File: src/rtl/color_matrix_ctrl_pkg.sv
// color_matrix_ctrl_pkg
//   Shared definitions for the colour-matrix control block: the config
//   address that commits the shadow bank, the FSM state encoding, the video
//   timing bundle and the identity coefficient helper used at reset.
package color_matrix_ctrl_pkg;

   localparam int         NUM_COEF   = 9;
   localparam logic [3:0] CFG_COMMIT = 4'd9;

   localparam logic [0:0] ST_IDLE    = 1'b0;
   localparam logic [0:0] ST_PENDING = 1'b1;

   typedef struct packed {
      logic vsync;
      logic hsync;
      logic de;
   } vid_timing_t;

   // Identity matrix in sign-magnitude: largest positive magnitude on the
   // diagonal (k = 0, 4, 8), zero elsewhere.
   function automatic int unsigned identity_coef(input int k, input int msize);
      return (k == 0 || k == 4 || k == 8) ? (32'd1 << (msize - 1)) - 32'd1 : 32'd0;
   endfunction

endpackage

File: src/rtl/color_matrix_ctrl_if.sv
// color_matrix_ctrl_if
//   Coefficient configuration bus.
//   cfg_we    : write strobe
//   cfg_addr  : 0..8 coefficient index (row*3+col), 9 commit, 10..15 ignored
//   cfg_wdata : coefficient value (sign-magnitude, MSIZE bits)
//   cfg_busy  : commit pending, waiting for the next vsync rise
interface color_matrix_ctrl_if #(parameter int MSIZE = 8) ();

   logic             cfg_we;
   logic [3:0]       cfg_addr;
   logic [MSIZE-1:0] cfg_wdata;
   logic             cfg_busy;

   modport master (output cfg_we, output cfg_addr, output cfg_wdata, input cfg_busy);
   modport slave  (input cfg_we, input cfg_addr, input cfg_wdata, output cfg_busy);

endinterface

File: src/rtl/color_matrix_ctrl_delay.sv
// timing_delay_line
//   Plain shift register delaying a WIDTH-bit bundle by DEPTH cycles,
//   cleared by synchronous reset.
//   clock, reset : single clock, synchronous active-high reset
//   din / dout   : bundle in / bundle delayed DEPTH cycles
module timing_delay_line #(
   parameter int WIDTH = 3,
   parameter int DEPTH = 4
) (
   input  logic             clock,
   input  logic             reset,
   input  logic [WIDTH-1:0] din,
   output logic [WIDTH-1:0] dout
);

   logic [DEPTH-1:0][WIDTH-1:0] pipe;

   always_ff @(posedge clock) begin
      if (reset) begin
         pipe <= '0;
      end else begin
         pipe[0] <= din;
         for (int i = 1; i < DEPTH; i++) pipe[i] <= pipe[i-1];
      end
   end

   assign dout = pipe[DEPTH-1];

endmodule

File: src/rtl/color_matrix_ctrl.sv
// color_matrix_ctrl
//   Control wrapper around an external 3x3 colour-matrix datapath.
//   Holds a shadow and an active coefficient bank; a commit is armed by a
//   config write and applied only at the next vsync rising edge, so the
//   datapath never sees a bank change mid-frame. Also delays the video
//   timing to match the datapath and clamps / blanks its results.
//   clock, reset          : single clock, synchronous active-high reset
//   cfg                   : configuration bus (slave side)
//   in_vsync/hsync/de     : timing aligned with the pixel entering the datapath
//   m_coef                : active bank, element k at [k*MSIZE +: MSIZE]
//   dp_R/G/B              : datapath results (bit DSIZE = overflow)
//   out_vsync/hsync/de    : timing aligned to out_R/G/B
//   out_R/G/B             : clamped, de-blanked results
module color_matrix_ctrl
   import color_matrix_ctrl_pkg::*;
#(
   parameter int DSIZE = 8,
   parameter int MSIZE = 8,
   parameter int LAT   = 4
) (
   input  logic                  clock,
   input  logic                  reset,
   color_matrix_ctrl_if.slave    cfg,
   input  logic                  in_vsync,
   input  logic                  in_hsync,
   input  logic                  in_de,
   output logic [9*MSIZE-1:0]    m_coef,
   input  logic [DSIZE:0]        dp_R,
   input  logic [DSIZE:0]        dp_G,
   input  logic [DSIZE:0]        dp_B,
   output logic                  out_vsync,
   output logic                  out_hsync,
   output logic                  out_de,
   output logic [DSIZE-1:0]      out_R,
   output logic [DSIZE-1:0]      out_G,
   output logic [DSIZE-1:0]      out_B
);

   logic [MSIZE-1:0] shadow [NUM_COEF];
   logic [MSIZE-1:0] active [NUM_COEF];
   logic [0:0]       state;
   logic             vsync_q;
   logic             vs_edge;
   logic             swap;
   logic             commit;

   assign vs_edge      = in_vsync & ~vsync_q;
   assign swap         = (state == ST_PENDING) && vs_edge;
   assign commit       = cfg.cfg_we && (cfg.cfg_addr == CFG_COMMIT);
   assign cfg.cfg_busy = (state == ST_PENDING);

   // Shadow writes and the swap share one edge: active takes the shadow
   // contents as they were before that edge's write.
   always_ff @(posedge clock) begin
      if (reset) begin
         state   <= ST_IDLE;
         vsync_q <= 1'b0;
         for (int k = 0; k < NUM_COEF; k++) begin
            shadow[k] <= MSIZE'(identity_coef(k, MSIZE));
            active[k] <= MSIZE'(identity_coef(k, MSIZE));
         end
      end else begin
         vsync_q <= in_vsync;
         if (cfg.cfg_we && cfg.cfg_addr < CFG_COMMIT)
            shadow[cfg.cfg_addr] <= cfg.cfg_wdata;
         if (swap)
            for (int k = 0; k < NUM_COEF; k++) active[k] <= shadow[k];
         case (state)
            ST_IDLE:    if (commit)  state <= ST_PENDING;  // edge in same cycle is not used
            ST_PENDING: if (vs_edge) state <= ST_IDLE;     // further commits ignored
            default:    state <= ST_IDLE;
         endcase
      end
   end

   always_comb begin
      m_coef = '0;
      for (int k = 0; k < NUM_COEF; k++) m_coef[k*MSIZE +: MSIZE] = active[k];
   end

   vid_timing_t tin, tdly;
   assign tin = '{vsync: in_vsync, hsync: in_hsync, de: in_de};

   timing_delay_line #(
      .WIDTH ($bits(vid_timing_t)),
      .DEPTH (LAT)
   ) u_dly (
      .clock (clock),
      .reset (reset),
      .din   (tin),
      .dout  (tdly)
   );

   function automatic logic [DSIZE-1:0] clamp(input logic [DSIZE:0] v);
      return v[DSIZE] ? {DSIZE{1'b1}} : v[DSIZE-1:0];
   endfunction

   // Final register stage: one cycle on top of the datapath latency.
   always_ff @(posedge clock) begin
      if (reset) begin
         out_vsync <= 1'b0;
         out_hsync <= 1'b0;
         out_de    <= 1'b0;
         out_R     <= '0;
         out_G     <= '0;
         out_B     <= '0;
      end else begin
         out_vsync <= tdly.vsync;
         out_hsync <= tdly.hsync;
         out_de    <= tdly.de;
         out_R     <= tdly.de ? clamp(dp_R) : '0;
         out_G     <= tdly.de ? clamp(dp_G) : '0;
         out_B     <= tdly.de ? clamp(dp_B) : '0;
      end
   end

endmodule
File: src/flat_wrapper.sv
// flat-port wrapper written by rule: the top's interface ports become plain ports
module color_matrix_ctrl_flat import color_matrix_ctrl_pkg::*;
#(
   parameter int DSIZE = 8,
   parameter int MSIZE = 8,
   parameter int LAT   = 4
)
  (clock, reset, in_vsync, in_hsync, in_de, m_coef, dp_R, dp_G, dp_B, out_vsync, out_hsync, out_de, out_R, out_G, out_B, cfg_cfg_we, cfg_cfg_addr, cfg_cfg_wdata, cfg_cfg_busy);
  color_matrix_ctrl_if #(.MSIZE(MSIZE)) cfg_i ();
  input  logic clock;
  input  logic reset;
  input  logic in_vsync;
  input  logic in_hsync;
  input  logic in_de;
  output logic [9*MSIZE-1:0] m_coef;
  input  logic [DSIZE:0] dp_R;
  input  logic [DSIZE:0] dp_G;
  input  logic [DSIZE:0] dp_B;
  output logic out_vsync;
  output logic out_hsync;
  output logic out_de;
  output logic [DSIZE-1:0] out_R;
  output logic [DSIZE-1:0] out_G;
  output logic [DSIZE-1:0] out_B;
  input wire logic [$bits(cfg_i.cfg_we)-1:0] cfg_cfg_we;
  input wire logic [$bits(cfg_i.cfg_addr)-1:0] cfg_cfg_addr;
  input wire logic [$bits(cfg_i.cfg_wdata)-1:0] cfg_cfg_wdata;
  output wire logic [$bits(cfg_i.cfg_busy)-1:0] cfg_cfg_busy;
  assign cfg_i.cfg_we = cfg_cfg_we;
  assign cfg_i.cfg_addr = cfg_cfg_addr;
  assign cfg_i.cfg_wdata = cfg_cfg_wdata;
  assign cfg_cfg_busy = cfg_i.cfg_busy;
  color_matrix_ctrl #(.DSIZE(DSIZE), .MSIZE(MSIZE), .LAT(LAT)) u_core (.clock(clock), .reset(reset), .cfg(cfg_i), .in_vsync(in_vsync), .in_hsync(in_hsync), .in_de(in_de), .m_coef(m_coef), .dp_R(dp_R), .dp_G(dp_G), .dp_B(dp_B), .out_vsync(out_vsync), .out_hsync(out_hsync), .out_de(out_de), .out_R(out_R), .out_G(out_G), .out_B(out_B));
endmodule
File: config.mk
export PLATFORM = sky130hd
export DESIGN_NAME = color_matrix_ctrl_flat
export DESIGN_NICKNAME = d
export VERILOG_FILES = /design/src/rtl/color_matrix_ctrl_pkg.sv /design/src/rtl/color_matrix_ctrl_if.sv /design/src/rtl/color_matrix_ctrl_delay.sv /design/src/rtl/color_matrix_ctrl.sv /design/src/flat_wrapper.sv
export SDC_FILE = /design/constraint.sdc
export NUM_CORES = 1
export LEC_CHECK = 0
export ABC_CLOCK_PERIOD_IN_PS = 2300
export BUFFER_PORTS_ARGS = -buffer_cell sky130_fd_sc_hd__buf_2
export CAP_MARGIN = 20
export CELL_PAD_IN_SITES_DETAIL_PLACEMENT = 2
export CELL_PAD_IN_SITES_GLOBAL_PLACEMENT = 2
export CORE_MARGIN = 1.5
export CORE_UTILIZATION = 35
export CTS_BUF_LIST = sky130_fd_sc_hd__clkbuf_4 sky130_fd_sc_hd__clkbuf_8
export DETAILED_ROUTE_END_ITERATION = 6
export GPL_TIMING_DRIVEN = 0
export PLACE_DENSITY = 0.75
export RECOVER_POWER = 25
export SLEW_MARGIN = 20
export SYNTH_ARGS = -nofsm -noshare
export SYNTH_HDL_FRONTEND = slang
export SYNTH_SLANG_ARGS = --single-unit
File: constraint.sdc
create_clock -name clock -period 2.3 [get_ports clock]
set_input_delay 0 -clock clock [delete_from_list [all_inputs] [get_ports clock]]
set_output_delay 0 -clock clock [all_outputs]
set_load 0.02 [all_outputs]
==> run summary, run 1 <==
Routed len/inst = 20.3 µm
Filler Cell Count = 1,898
Post-cts sizing count = 0
Syn avg cell area = 14.6 µm²
Worst-margin pin slew = 0.835 ns
Num CTS Buffers = 17
Starting Density = 35.7%
Netlist cell types = 31
Pwr dens = 739 nW/µm²
GRT Resource Usage Total = 19.7%
H-tree Lvls = 4
DIE AREA = 19,800 µm²
Clk sink count = 184
Worst Reg-to-Reg Cells = 4
Grt ovf = 0
Global-route wire length before repair = 28,900 µm
Cell row count = 50
Hold path cells = 3
Normalized max-slew margin = 44.2%
Syn nets = 501
Number of setup buffers added after CTS = 0
Clock slew at reported path FFs = 0.10 ns
Placed instance count = 832
Max incr delay on CP = 0.72 ns
Initial DRC Count = 184
Synthesized cell area = 6650 µm²
R2R setup slack = 0.21 ns
Cell chain of the critical path = dlygate4sd3_1 > buf_2 > or2_2 > clkbuf_1 > clkbuf_1 > o21bai_1
Crit-path max FO = 10
GR peak layer = met2
I/O Buffers = 141
GR Util met1 = 21.2%
Final wirelength = 18,800 µm
Chip height = 141 µm
DRC viols = 0
Clk buf depth = 2
Hold Path Origin = cfg_cfg_addr[0]
Worst EP arrival = 2.20 ns
Worst-Skew Late Latency = 0.46 ns
Final HPWL DP = 12,300 µm
Hold_ws = 0.0816 ns
Final core occ = 46.1%
Min-delay worst type = in2reg
Antenna viol nets, final = 0
Vias/cell = 4.67
GR Util met2 = 37.3%
Seq/Total Area, Yosys = 77.1%
Warnings from Yosys = 0
Status = finished, final reports clean
Period minus WS final = 2.11 ns
Slowest CP cell = o21bai_1
Max Slew Vio Count = 0
Crit end category = flop
Final Hold Fails = 0
Reg2Reg Launch Point = u_core.cfg.cfg_busy
Die X = 141 µm
Fmax = 474 MHz
Flops & latches, synth = 184
Period utilisation layout = 91.8%
Hold EP = u_core.shadow[8][4]
Met3 Use GR = 5.84%
Leak = 3.04 nW
Skew final = 0.0108 ns
Root Buffer = clkbuf_8
Worst VDD drop = 353 µV
Vias in the first global route = 4,970
Most used cell, CP = clkbuf_1
Setup CP Type = in2reg
Startpoint Class = input pin
Core Footprint = 18,600 µm²
Ant diodes = 0
Drt pass-1 iters = 4
Largest net degree at the start of global routing = 59
R2r endpoint = u_core.active[0][43]
Via count of the routed design = 4,327
Nets = 725
CTS tree = built
Layout area overhead = 29.3%
IO Pins = 145
# Max-Cap Violations = 0
Share of layout cells above drive strength 1 = 15.8%
Total power = 6.36 mW
Antenna violations before repair = 1
Unrepaired setup endpoints after global routing = no
Post-Layout Cell Count = 926
WP data required = 2.39 ns
Setup-failing EPs final = 0
GP Congestion = 0.747
Cells after Synth = 456
sequential cells by signal (all words and copies together) (netlist names):
signal,cells
u_core.cfg.cfg_busy,1
u_core.u_dly.dout,3
u_core.out_de,1
u_core.shadow,72
u_core.u_dly.pipe,9
u_core.out_G,8
u_core.out_R,8
u_core.out_B,8
u_core.out_hsync,1
u_core.out_vsync,1
u_core.active,72
worst max-delay path by stage:
stage / from / end / slack [ns] / cells past startpoint
finish: cfg_cfg_addr[1] / u_core.shadow[0][4] / 0.19 / 6
global route: cfg_cfg_addr[1] / u_core.shadow[4][7] / 0.04 / 6
CTS: cfg_cfg_addr[1] / u_core.shadow[4][7] / 0.15 / 6
floorplan: u_core.cfg.cfg_busy / u_core.active[0][0] / 0.46 / 1
detailed placement: reset / u_core.shadow[1][5] / 0.04 / 7
global placement: reset / u_core.active[0][22] / -0.05 / 4
synth_stat cells:
cell type  instances  area (µm²)
a21o_1             2        15.0
and2_1            51         319
and2b_1            2        15.0
and3_1             1        6.26
and4bb_2           1        12.5
buf_1              5        18.8
buf_12             1        20.0
buf_2              2        10.0
buf_6              2        22.5
buf_8              1        15.0
clkbuf_1          22        82.6
clkinv_1           1        3.75
dfxtp_1           40         801
edfxtp_1         144        4320
inv_1              8        30.0
nand2_1            1        3.75
nand2b_1          25         156
nand3_1            7        35.0
nand4bb_1          1        11.3
nor2_1            49         184
nor2b_1           13        81.3
nor3_1            44         220
nor3_2             5        50.1
nor3_4             1        16.3
nor3b_1            1        7.51
nor4bb_1           1        10.0
o21bai_1           8        60.1
o2bb2ai_1          1        8.76
or2_2              1        6.26
or3_1             14        87.6
or4b_4             1        13.8
layout by cell type, fill, tap and decap left out, types with 2 or more instances in the layout:
cell type,instances
nand2b_1,25
nand3_1,7
buf_1,5
nor2b_1,13
dfxtp_1,40
inv_6,3
clkinvlp_4,3
inv_1,8
o21bai_1,8
bufinv_16,2
clkbuf_1,102
and2_1,51
clkinv_4,2
nor3_2,5
dlygate4sd3_1,63
clkinv_2,2
and2b_1,2
nor2_1,49
or3_1,14
nor3_1,44
buf_2,64
edfxtp_1,144
clkbuf_8,17
what timing repair did:
action	CTS	global route
hold buffers	63	0
endpoints found under the setup margin	0	0
hold endpoints to repair	46	0
kinds of logic after synthesis:
family	count (synthesis)	synth area share [%]
compound gates	11	1.26
flops	184	77.1
buf+inv	42	3.05
simple gates	219	18.6
report_power, final:
group	switching, mW	total [mW]	leakage, nW	internal [mW]
registers	0.0366	3.73	1.69	3.69
logic	0.263	0.426	1.16	0.163
clock network	1.21	2.20	0.191	0.987
critical path, delay by kind of cell:
family / cells / cell delay, ns
AOI/OAI and AO/OA: 1 / 0.72
buffers and inverters: 4 / 1.21
and+or+nand+nor: 1 / 0.27
stage by stage:
stage | setup TNS, ns | instance area, µm² | setup slack (ns)
5_1_grt | 0 | 8590 | 0.0379
3_3_place_gp | -2.93 | 7650 | -0.0455
6_report | 0 | 8590 | 0.189
2_1_floorplan | 0 | 6650 | 0.461
4_1_cts | 0 | 8700 | 0.153
3_5_place_dp | 0 | 7680 | 0.0441
per-layer routing:
| layer | wire length [µm] | vias up |
|---|---|---|
| met1 | 7510 | 2137 |
| met3 | 1170 | 8 |
| met4 | 101 | 2 |
| met2 | 10000 | 143 |
| met5 | 13 | - |
| li1 | - | 2037 |
layout make-up:
cell class / count / area [µm²] / area share [%]
clock inverters: 13 / 148 / 1.72
flip-flops and latches: 184 / 5120 / 59.6
multi-input cells: 230 / 1330 / 15.4
inverters: 9 / 33.8 / 0.393
plain buffers: 33 / 161 / 1.88
repair buffers: 205 / 1260 / 14.7
well taps: 234 / 293 / 3.41
clock buffers: 18 / 241 / 2.81
Power figures use the tool's default switching activity.
==> run 2: changes to the inputs <==
--- a/config.mk
+++ b/config.mk
@@ -8,7 +8,7 @@
 export ABC_CLOCK_PERIOD_IN_PS = 2300
 export BUFFER_PORTS_ARGS = -buffer_cell sky130_fd_sc_hd__buf_2
 export CAP_MARGIN = 20
-export CELL_PAD_IN_SITES_DETAIL_PLACEMENT = 2
+export CELL_PAD_IN_SITES_DETAIL_PLACEMENT = 0
 export CELL_PAD_IN_SITES_GLOBAL_PLACEMENT = 2
 export CORE_MARGIN = 1.5
 export CORE_UTILIZATION = 35
==> constraint.sdc (replaced) <==
create_clock -name clock -period 2.3 [get_ports clock]
set_input_delay 0.46 -clock clock [delete_from_list [all_inputs] [get_ports clock]]
set_output_delay 0.46 -clock clock [all_outputs]
set_load 0.02 [all_outputs]
==> run 2 against run 1 <==
Net effect:
- clock-buffer cell count fell by 1
- first-iteration DRC count is 35% higher
- critical endpoint is now u_core.shadow[0][2]
- highest routed layer is now met4
- sequential power about the same
- routed wire length is 30% lower
- non-clock buffer count shrank 63
- combinational power fell by 22%
- largest power group unchanged
- worst hold slack better by 0.12 ns
- sequential cell count did not move
- cell count down 6.8%
==> run summary, run 2 (same netlist as run 1, synthesis figures left out) <==
Sw Ratio = 22.7% (-1.1 points)
Max Slew Vio Count = 0 (unchanged)
Worst-margin pin slew = 0.866 ns (+0.0310 ns)
Leak = 2.97 nW (-2.6%)
Clock slew at reported path FFs = 0.09 ns (about the same)
Period utilisation layout = 92.2% (+0.43 points)
H-tree Lvls = 4 (unchanged)
Worst setup margin = 0.179 ns (-0.00998 ns)
Sw power = 1.40 mW (-7.6%)
Starting Density = 35.7% (unchanged)
I/O Buffers = 141 (unchanged)
Post-Place Cell Area = 7680 µm² (unchanged)
Die X = 141 µm (unchanged)
Drt pass-1 iters = 5 (+1)
Hold_ws = 0.201 ns (+0.120 ns)
Startpoint Class = input pin
Vias/cell = 4.44 (-4.9%)
GP Congestion = 0.747 (unchanged)
Status = finished, final reports clean
Clk network pwr share = 34.3% (-0.3 points)
Grt ovf = 0 (unchanged)
Layout area overhead = 20.9%
Antenna viol nets, final = 0 (unchanged)
WP data required = 2.40 ns (about the same)
Initial DRC Count = 248 (+35%)
Clk sink count = 184 (unchanged)
Sequential cell fraction of total power = 60.4% (+1.7 points)
Share of layout cells above drive strength 1 = 27.3% (+12 points)
Fmax = 471 MHz (-0.47%)
Routed len/inst = 15.3 µm (-25%)
Internal power = 4.76 mW (-1.7%)
Period minus WS final = 2.12 ns (+0.00998 ns)
Sum of negative setup slack = 0 ns (unchanged)
Filler Cell Count = 1,744 (-8.1%)
Placed instance count = 832 (unchanged)
DIE AREA = 19,800 µm² (unchanged)
CTS tree = built
Cell row count = 50 (unchanged)
Crit end category = flop
Min-delay worst type = in2reg
Most frequent cells in the layout = edfxtp_1, buf_2, and2_1
Normalized max-slew margin = 42.1% (-2.1 points)
Largest net degree at the start of global routing = 59 (unchanged)
Final core occ = 43.1% (-3.0 points)
Skew final = 0.00785 ns (-0.00298 ns)
Setup-failing EPs final = 0 (unchanged)
Most common cell after layout, fill and taps aside = edfxtp_1
Root Buffer = clkbuf_8
DRC viols = 0 (unchanged)
Total power = 6.16 mW (-3.1%)
Pwr dens = 766 nW/µm² (+3.6%)
# Max-Cap Violations = 0 (unchanged)
Number of setup buffers added after CTS = 0 (unchanged)
Final Hold Fails = 0 (unchanged)
Worst Reg-to-Reg Cells = 4 (unchanged)
Worst EP arrival = 2.22 ns (+0.02 ns)
Via count of the routed design = 3,836 (-11%)
Post-cts sizing count = 0 (unchanged)
Final HPWL DP = 9220 µm (-25%)
Worst VDD drop = 382 µV (+8.2%)
Clk buf depth = 2 (unchanged)
Antenna violations before repair = 0 (-1)
Chip height = 141 µm (unchanged)
Post-Layout Cell Count = 863 (-6.8%)
Nets = 662 (-8.7%)
Post-route cell area = 8040 µm² (-6.5%)
Unrepaired setup endpoints after global routing = no
Final wirelength = 13,200 µm (-30%)
Ant diodes = 0 (unchanged)
Global-route wire length before repair = 20,300 µm (-30%)
Num CTS Buffers = 17 (unchanged)
Cts hold-fix bufs = 0 (-100%)
Largest regs = u_core.active x72, u_core.shadow x72, u_core.u_dly.pipe x9
IO Pins = 145 (unchanged)
Gate power share = 5.4% (-1.3 points)
Pre-CTS worst setup slack = -0.307 ns (-0.351 ns)
GRT Resource Usage Total = 13.8% (-5.9 points)
Worst-Skew Late Latency = 0.46 ns (about the same)
Setup CP Type = in2reg
Hold path cells = 3 (unchanged)
Crit-path max FO = 10 (unchanged)
Vias in the first global route = 3,817 (-23%)
Core Footprint = 18,600 µm² (unchanged)
## run 2: final cells by class
type | count | area [µm²] | share of cell area [%]
Sequential cell | 184 | 5120 | 63.8
Multi-Input combinational cell | 230 | 1320 | 16.4
Timing Repair Buffer | 142 | 718 | 8.94
Tap cell | 234 | 293 | 3.64
Clock buffer | 17 | 234 | 2.91
Buffer | 33 | 168 | 2.09
Clock inverter | 14 | 149 | 1.85
Inverter | 9 | 33.8 | 0.420
## run 2: worst paths after layout
| path | start | endpoint | slack [ns] |
|---|---|---|---|
| hold / removal | dp_B[4] | u_core.out_B[4] | 0.20 |
| setup / recovery | reset | u_core.shadow[0][2] | 0.18 |
| setup reg to reg | u_core.cfg.cfg_busy | u_core.active[0][43] | 0.41 |
| hold reg to reg | u_core.u_dly.pipe[3] | u_core.u_dly.pipe[6] | 0.44 |
## run 2: power by group through the flow
stage | logic (mW) | registers, mW | clock network, mW
detailed placement | 0.338 | 3.80 | 0
global route | 0.358 | 3.73 | 2.30
floorplan | 0.138 | 3.85 | 0
global placement | 0.325 | 3.80 | 0
CTS | 0.339 | 3.72 | 2.18
finish | 0.331 | 3.72 | 2.11
## run 2: routing by layer
metal	GRT usage, %	up-vias	wire [µm]
li1	-	1903	-
met5	0	-	0
met2	21.6	157	6050
met1	16.7	1762	5660
met4	5.59	0	131
met3	6.05	14	1320
## run 2: worst max-delay path, cell delays in order
cell	delay [ns]
clkbuf_1	0.10
buf_6	0.14
or4b_1	0.49
buf_6	0.16
buf_8	0.14
buf_12	0.14
o21bai_1	0.57
